<file path="config.mk">
export PLATFORM = sky130hd
export DESIGN_NAME = fifo_symbol_packer
export DESIGN_NICKNAME = d
export VERILOG_FILES = /design/src/rtl/fifo_symbol_packer.sv
export SDC_FILE = /design/constraint.sdc
export NUM_CORES = 1
export LEC_CHECK = 0
export CORE_MARGIN = 2
export CORE_UTILIZATION = 50
export CTS_BUF_LIST = sky130_fd_sc_hd__clkbuf_8 sky130_fd_sc_hd__clkbuf_16
export DETAILED_ROUTE_END_ITERATION = 10
export GPL_ROUTABILITY_DRIVEN = 0
export GPL_TIMING_DRIVEN = 0
export PLACE_DENSITY = 0.75
export RECOVER_POWER = 50
export SKIP_LAST_GASP = 1
export SYNTH_ARGS = -nofsm -noshare
export SYNTH_HDL_FRONTEND = slang
export SYNTH_SLANG_ARGS = --single-unit
</file>
<file path="constraint.sdc">
create_clock -name clk -period 3.9 [get_ports clk]
set_clock_uncertainty 0.2 [all_clocks]
set_input_delay 0.585 -clock clk [delete_from_list [all_inputs] [get_ports clk]]
set_output_delay 0.585 -clock clk [all_outputs]
set_load 0.02 [all_outputs]
</file>
<file path="src/rtl/fifo_symbol_packer.sv">
// -----------------------------------------------------------------------------
// fifo_symbol_packer
//
// Read-side consumer for a small synchronous FIFO. It pops DATA_W-bit symbols
// and packs PACK consecutive symbols LSB-first into one wide word. Each word is
// offered downstream on a valid/ready handshake. A flush request emits the
// partial word, with a count of how many symbols it holds.
//
// The FIFO registers its read data. A symbol popped in cycle N therefore
// appears on fifo_data_i in cycle N+1. pop_q tracks that in-flight pop.
//
// Ports
//   clk           clock; all state updates on the rising edge
//   reset_i       asynchronous active-low reset
//   fifo_empty_i  FIFO empty flag
//   fifo_data_i   FIFO read data, valid the cycle after a pop
//   fifo_rd_en_o  pop request to the FIFO (combinational)
//   flush_i       single-cycle request to emit the partial word
//   word_o        packed word; symbol k at bits [k*DATA_W +: DATA_W]
//   word_cnt_o    number of valid symbols in word_o (1..PACK)
//   word_valid_o  word_o / word_cnt_o valid
//   word_ready_i  downstream accept
// -----------------------------------------------------------------------------
module fifo_symbol_packer #(
  parameter int DATA_W = 3,
  parameter int PACK   = 4   // symbols per word, 2..8
) (
  input  logic                     clk,
  input  logic                     reset_i,
  input  logic                     fifo_empty_i,
  input  logic [DATA_W-1:0]        fifo_data_i,
  output logic                     fifo_rd_en_o,
  input  logic                     flush_i,
  output logic [DATA_W*PACK-1:0]   word_o,
  output logic [3:0]               word_cnt_o,
  output logic                     word_valid_o,
  input  logic                     word_ready_i
);

  localparam int         WORD_W    = DATA_W * PACK;
  localparam logic [3:0] PACK_CNT  = 4'(PACK);
  localparam logic [3:0] LAST_SLOT = 4'(PACK - 1);

  // acc has PACK slots. Under backpressure it can fill completely
  // (acc_cnt == PACK) while the output register still holds the previous word.
  logic [PACK-1:0][DATA_W-1:0] acc;
  logic [PACK-1:0][DATA_W-1:0] acc_masked;
  logic [3:0]                  acc_cnt;
  logic                        pop_q;
  logic                        flush_pend;

  logic                        out_free;
  logic                        full_capture;
  logic                        deferred_move;
  logic                        flush_emit;
  logic                        load;
  logic [WORD_W-1:0]           load_word;
  logic [3:0]                  load_cnt;

  // Control decode.
  always_comb begin
    // Pop only when a slot is guaranteed for the symbol. A symbol already in
    // flight (pop_q) has a slot reserved, so it counts against the space.
    // The FIFO does not guard against underflow, so never pop while it is empty.
    fifo_rd_en_o  = !fifo_empty_i && !flush_pend &&
                    ((acc_cnt + {3'b000, pop_q}) < PACK_CNT);

    out_free      = !word_valid_o || word_ready_i;

    // The last symbol of a word goes straight from the FIFO to the output.
    // This avoids a pass through acc.
    full_capture  = pop_q && (acc_cnt == LAST_SLOT) && out_free;

    // A word that filled up under backpressure moves out once the output frees.
    deferred_move = !pop_q && (acc_cnt == PACK_CNT) && out_free;

    // A flush waits for any in-flight symbol to land, so that symbol is included.
    flush_emit    = !pop_q && flush_pend && (acc_cnt != 4'd0) && out_free;

    load          = full_capture || deferred_move || flush_emit;
  end

  // Word assembly. Slots at or above acc_cnt may hold stale symbols from an
  // earlier word. They are zeroed so that a partial word has clean upper bits.
  always_comb begin
    // NOTE: every always_comb output gets a default first, so no path can infer a latch.
    acc_masked = '0;
    for (int k = 0; k < PACK; k++) begin
      if (4'(k) < acc_cnt) acc_masked[k] = acc[k];
    end
    load_word = acc_masked;
    load_cnt  = acc_cnt;
    if (full_capture) begin
      load_word = {fifo_data_i, acc_masked[PACK-2:0]};
      load_cnt  = PACK_CNT;
    end
  end

  // Accumulator, pop tracking and flush state.
  always_ff @(posedge clk or negedge reset_i) begin
    if (!reset_i) begin
      // NOTE: acc is a handful of flops, not a RAM, so it is reset along with
      // everything else. A RAM-sized store would be left unreset.
      acc        <= '0;
      acc_cnt    <= 4'd0;
      pop_q      <= 1'b0;
      flush_pend <= 1'b0;
    end else begin
      // NOTE: sequential state uses non-blocking assignments only, so every
      // right-hand side here sees the values from before this edge.
      pop_q <= fifo_rd_en_o;

      if (load) begin
        acc_cnt <= 4'd0;
      end else if (pop_q) begin
        for (int k = 0; k < PACK; k++) begin
          if (4'(k) == acc_cnt) acc[k] <= fifo_data_i;
        end
        acc_cnt <= acc_cnt + 4'd1;
      end

      // A flush request that arrives while one is pending is ignored.
      if (flush_pend) begin
        if (!pop_q && ((acc_cnt == 4'd0) || flush_emit)) flush_pend <= 1'b0;
      end else if (flush_i) begin
        flush_pend <= 1'b1;
      end
    end
  end

  // Output register. A load has priority over an accept, so that a back-to-back
  // word keeps valid high. Without a load the word holds until it is accepted.
  always_ff @(posedge clk or negedge reset_i) begin
    if (!reset_i) begin
      word_o       <= '0;
      word_cnt_o   <= 4'd0;
      word_valid_o <= 1'b0;
    end else if (load) begin
      word_o       <= load_word;
      word_cnt_o   <= load_cnt;
      word_valid_o <= 1'b1;
    end else if (word_ready_i) begin
      word_valid_o <= 1'b0;
    end
  end

endmodule
</file>
==> flow_results.xml <==
<?xml version="1.0" encoding="UTF-8"?>
<metrics>
  <group name="placed_design">
    <metric name="dp.cells" unit="">213</metric>
    <metric name="number_of_buffers_added_on_ports" unit="">25</metric>
    <metric name="placedInstanceArea" unit="um2">2000</metric>
    <metric name="dpl.hpwl" unit="um">2310</metric>
  </group>
  <group name="clocking">
    <metric name="number_of_buffers_on_the_longest_clock_path" unit="">2</metric>
    <metric name="sinks_on_clock_net" unit="">35</metric>
    <metric name="cts-resized-gates" unit="">0</metric>
    <metric name="cts_max_level" unit="">2</metric>
    <metric name="cts_root_buffer" unit="">clkbuf_8</metric>
    <metric name="insertion_delay" unit="ns">0.29</metric>
    <metric name="holdBufCountCts" unit="">0</metric>
    <metric name="tritoncts_clock_tree" unit="">built</metric>
    <metric name="path_clk_slew" unit="ns">0.06</metric>
    <metric name="post-cts-setup-buffer-count" unit="">0</metric>
    <metric name="total_cts_buffers" unit="">5</metric>
  </group>
  <group name="worst_setup_path">
    <metric name="critical_path_class" unit="">register to output pin</metric>
    <metric name="worst-r2r-setup-slack" unit="ns">1.42</metric>
    <metric name="cp_data_required_time" unit="ns">3.12</metric>
    <metric name="timing.reg2reg.worst_path_depth" unit="">7</metric>
    <metric name="critPathCaptureType" unit="">output pin</metric>
    <metric name="setup.worst_path.start_class" unit="">register</metric>
    <metric name="path_max_fanout" unit="">8</metric>
    <metric name="arrival" unit="ns">2.49</metric>
  </group>
  <group name="floorplan">
    <metric name="placeableCoreArea" unit="um2">3310</metric>
    <metric name="die_x" unit="um">62.3</metric>
    <metric name="dieArea" unit="um2">3880</metric>
    <metric name="die_height" unit="um">62.3</metric>
    <metric name="start_util" unit="%">51.3</metric>
    <metric name="rows" unit="">21</metric>
    <metric name="io-pin-count" unit="">26</metric>
  </group>
  <group name="timing">
    <metric name="rsz0062_at_grt" unit="">false</metric>
    <metric name="max_slew_margin" unit="%">-22.7</metric>
    <metric name="fin_tns_setup" unit="ns">0</metric>
    <metric name="min_period" unit="ns">3.28</metric>
    <metric name="setup_viol" unit="">0</metric>
    <metric name="drv_slew" unit="">36</metric>
    <metric name="hold_viol_final" unit="">0</metric>
    <metric name="fmaxAchievable" unit="GHz">0.305</metric>
    <metric name="final_min_period_over_clock_period" unit="%">84.1</metric>
    <metric name="tightest_slew" unit="ns">1.84</metric>
  </group>
  <group name="synthesis">
    <metric name="postSynth.asyncResetShare" unit="%">100</metric>
    <metric name="syn-cell-area" unit="um2">1700</metric>
    <metric name="ys_types" unit="">31</metric>
    <metric name="synth_flop_cell" unit="">dfrtp_1</metric>
    <metric name="synth-seq-area-share" unit="%">51.6</metric>
    <metric name="synth.yosys.warnings" unit="">0</metric>
    <metric name="synthTopCellsByArea" unit="">dfrtp_1, mux2_2, ha_1</metric>
    <metric name="synth_edf_count" unit="">0</metric>
    <metric name="synthCells" unit="">142</metric>
    <metric name="syn_area_per_cell" unit="um2">12.0</metric>
    <metric name="ys_ff_latch" unit="">35</metric>
    <metric name="synth_fp_nets" unit="">154</metric>
    <metric name="synth_top_area_share" unit="%">51.6</metric>
    <metric name="synth_top_area_cell" unit="">dfrtp_1</metric>
  </group>
  <group name="grt">
    <metric name="global_route_wire_length_before_repair" unit="um">5660</metric>
    <metric name="globalRouteOverflowTotal" unit="">0</metric>
    <metric name="antenna_found_initial" unit="">0</metric>
    <metric name="globalRouteTotalUtil" unit="%">18.9</metric>
    <metric name="pin_count_of_the_biggest_net_entering_global_routing" unit="">36</metric>
    <metric name="first_global_vias" unit="">1162</metric>
  </group>
  <group name="routing">
    <metric name="num_vias" unit="">1152</metric>
    <metric name="drt-vias-per-instance" unit="">5.21</metric>
    <metric name="initialDrtViolationCount" unit="">45</metric>
    <metric name="routed_wirelength" unit="um">3090</metric>
    <metric name="avgRoutedWirePerCell" unit="um">14.0</metric>
    <metric name="drt_drc_violations_left" unit="">0</metric>
    <metric name="detailedRoute.firstPassIterationCount" unit="">4</metric>
    <metric name="ant_nets" unit="">0</metric>
  </group>
  <group name="cells_and_area">
    <metric name="most-common-layout-cells" unit="">dfrtp_1, clkdlybuf4s50_1, mux2_2, nand3_1, nor2_1</metric>
    <metric name="layout.nets" unit="">186</metric>
    <metric name="layout.cells.most_common" unit="">dfrtp_1</metric>
    <metric name="p_r_area_growth_vs_syn" unit="%">22.3</metric>
    <metric name="finish.instance_area" unit="um2">2080</metric>
    <metric name="drive_gt1_share" unit="%">18.3</metric>
    <metric name="insertedDiodeCount" unit="">0</metric>
    <metric name="finish.cell_count_without_fillers" unit="">221</metric>
  </group>
  <group name="min_path">
    <metric name="timing.hold.worst.class" unit="">register to register</metric>
    <metric name="timing.hold.worst_path_depth" unit="">1</metric>
  </group>
  <group name="pwr">
    <metric name="vdd_ir_drop_max" unit="mV">0.361</metric>
    <metric name="p_switching" unit="W">0.000612</metric>
    <metric name="netSwitchingFraction" unit="%">36.9</metric>
    <metric name="leakage" unit="nW">0.932</metric>
    <metric name="p_int" unit="W">0.00105</metric>
    <metric name="power_density" unit="nW/um2">799</metric>
    <metric name="power.clock.fraction" unit="%">17.0</metric>
    <metric name="pwr-share-seq" unit="%">35.9</metric>
    <metric name="comb_power_share" unit="%">47.1</metric>
  </group>
  <group name="status">
    <metric name="outcome" unit="">complete, but fails checks</metric>
    <metric name="failed_checks" unit="">max-capacitance violations, max-slew violations</metric>
  </group>
  <group name="run">
    <metric name="max_cap_viol_count" unit="">1</metric>
  </group>
</metrics>
[worst max-delay path, cell delays in order (launching register included)]
cell and delay (ns):
dfrtp_1 0.31, buf_2 0.21, and3_1 0.26, nand2_1 0.11, a2111oi_0 0.59, clkdlybuf4s50_1 0.72
[Yosys cell counts (2+ instances only)]
master   number
a31oi_1       4
nor2_1        8
mux2_4        3
nand3_1      10
dfrtp_1      35
nor2b_1       7
nor3_1        5
o21ai_0       6
nand2_1       8
and2b_1       3
xnor2_1       2
inv_1         7
mux2i_1       4
a21oi_1       4
mux2_2       17
ha_1          4
[final cells by class]
| type | count | area, um2 |
|---|---|---|
| flip-flops and latches | 35 | 876 |
| well taps | 46 | 57.6 |
| multi-input cells | 96 | 722 |
| plain buffers | 4 | 51.3 |
| fillers | 287 | 1230 |
| inverters | 7 | 26.3 |
| repair buffers | 25 | 244 |
| clock inverters | 1 | 3.75 |
| clock buffers | 7 | 96.3 |
[power by group through the flow]
stage | sequential, W | clock (W) | combinational [W]
final | 0.000595 | 0.000281 | 0.000782
after global routing | 0.000620 | 0.000304 | 0.000857
after CTS | 0.000599 | 0.000288 | 0.000824
after detailed placement | 0.000606 | 0 | 0.000821
after global placement | 0.000598 | 0 | 0.000800
after floorplan | 0.000666 | 0 | 0.000496
[logic make-up (layout without fill, tap and decap cells)]
group	Yosys count	count (layout)	share of synthesized area (%)
AOI/OAI and AO/OA	17	17	6.34
xor gates and xnor gates	3	3	1.55
adders and majority gates	4	4	2.95
buffers and inverters	11	44	4.57
DFF	35	35	51.6
muxes	25	25	17.6
and+or+nand+nor	47	47	15.4
[state kept, by name, summed over array words and instances, names as in the netlist]
| name | flops |
|---|---|
| acc | 12 |
| word_o | 12 |
| acc_cnt | 4 |
| word_cnt_o | 4 |
| flush_pend | 1 |
| pop_q | 1 |
| word_valid_o | 1 |
[final timing paths]
check	end	from
max reg2reg	word_o[7]	acc_cnt[0]
max	fifo_rd_en_o	pop_q
min in group asynchronous	word_o[8]	reset_i
max in group asynchronous	flush_pend	reset_i
min	acc[5]	acc[5]
min reg2reg	acc[5]	acc[5]
[per-layer routing]
layer | track usage [%] | part of all wire (%) | vias to the layer above | routed length [um]
li1 | - | - | 552 | -
met1 | 25.4 | 47 | 576 | 1450
met2 | 28.8 | 48 | 19 | 1490
met3 | 6.34 | 3.5 | 5 | 108
met4 | 6.94 | 1.5 | 0 | 46
met5 | 0 | 0 | - | 0
[stage by stage]
stage                     total power, W  util, %  setup WS [ns]  hold slack (ns)
after floorplan                  0.00116        -           1.10           0.0894
after CTS                        0.00171     63.5          0.609            0.191
after detailed placement         0.00143     60.4          0.919            0.291
after global placement           0.00140     60.6           1.04            0.283
final                            0.00166     62.7          0.622            0.301
after global routing             0.00178     62.7          0.377            0.325
Power figures use the tool's default switching activity.
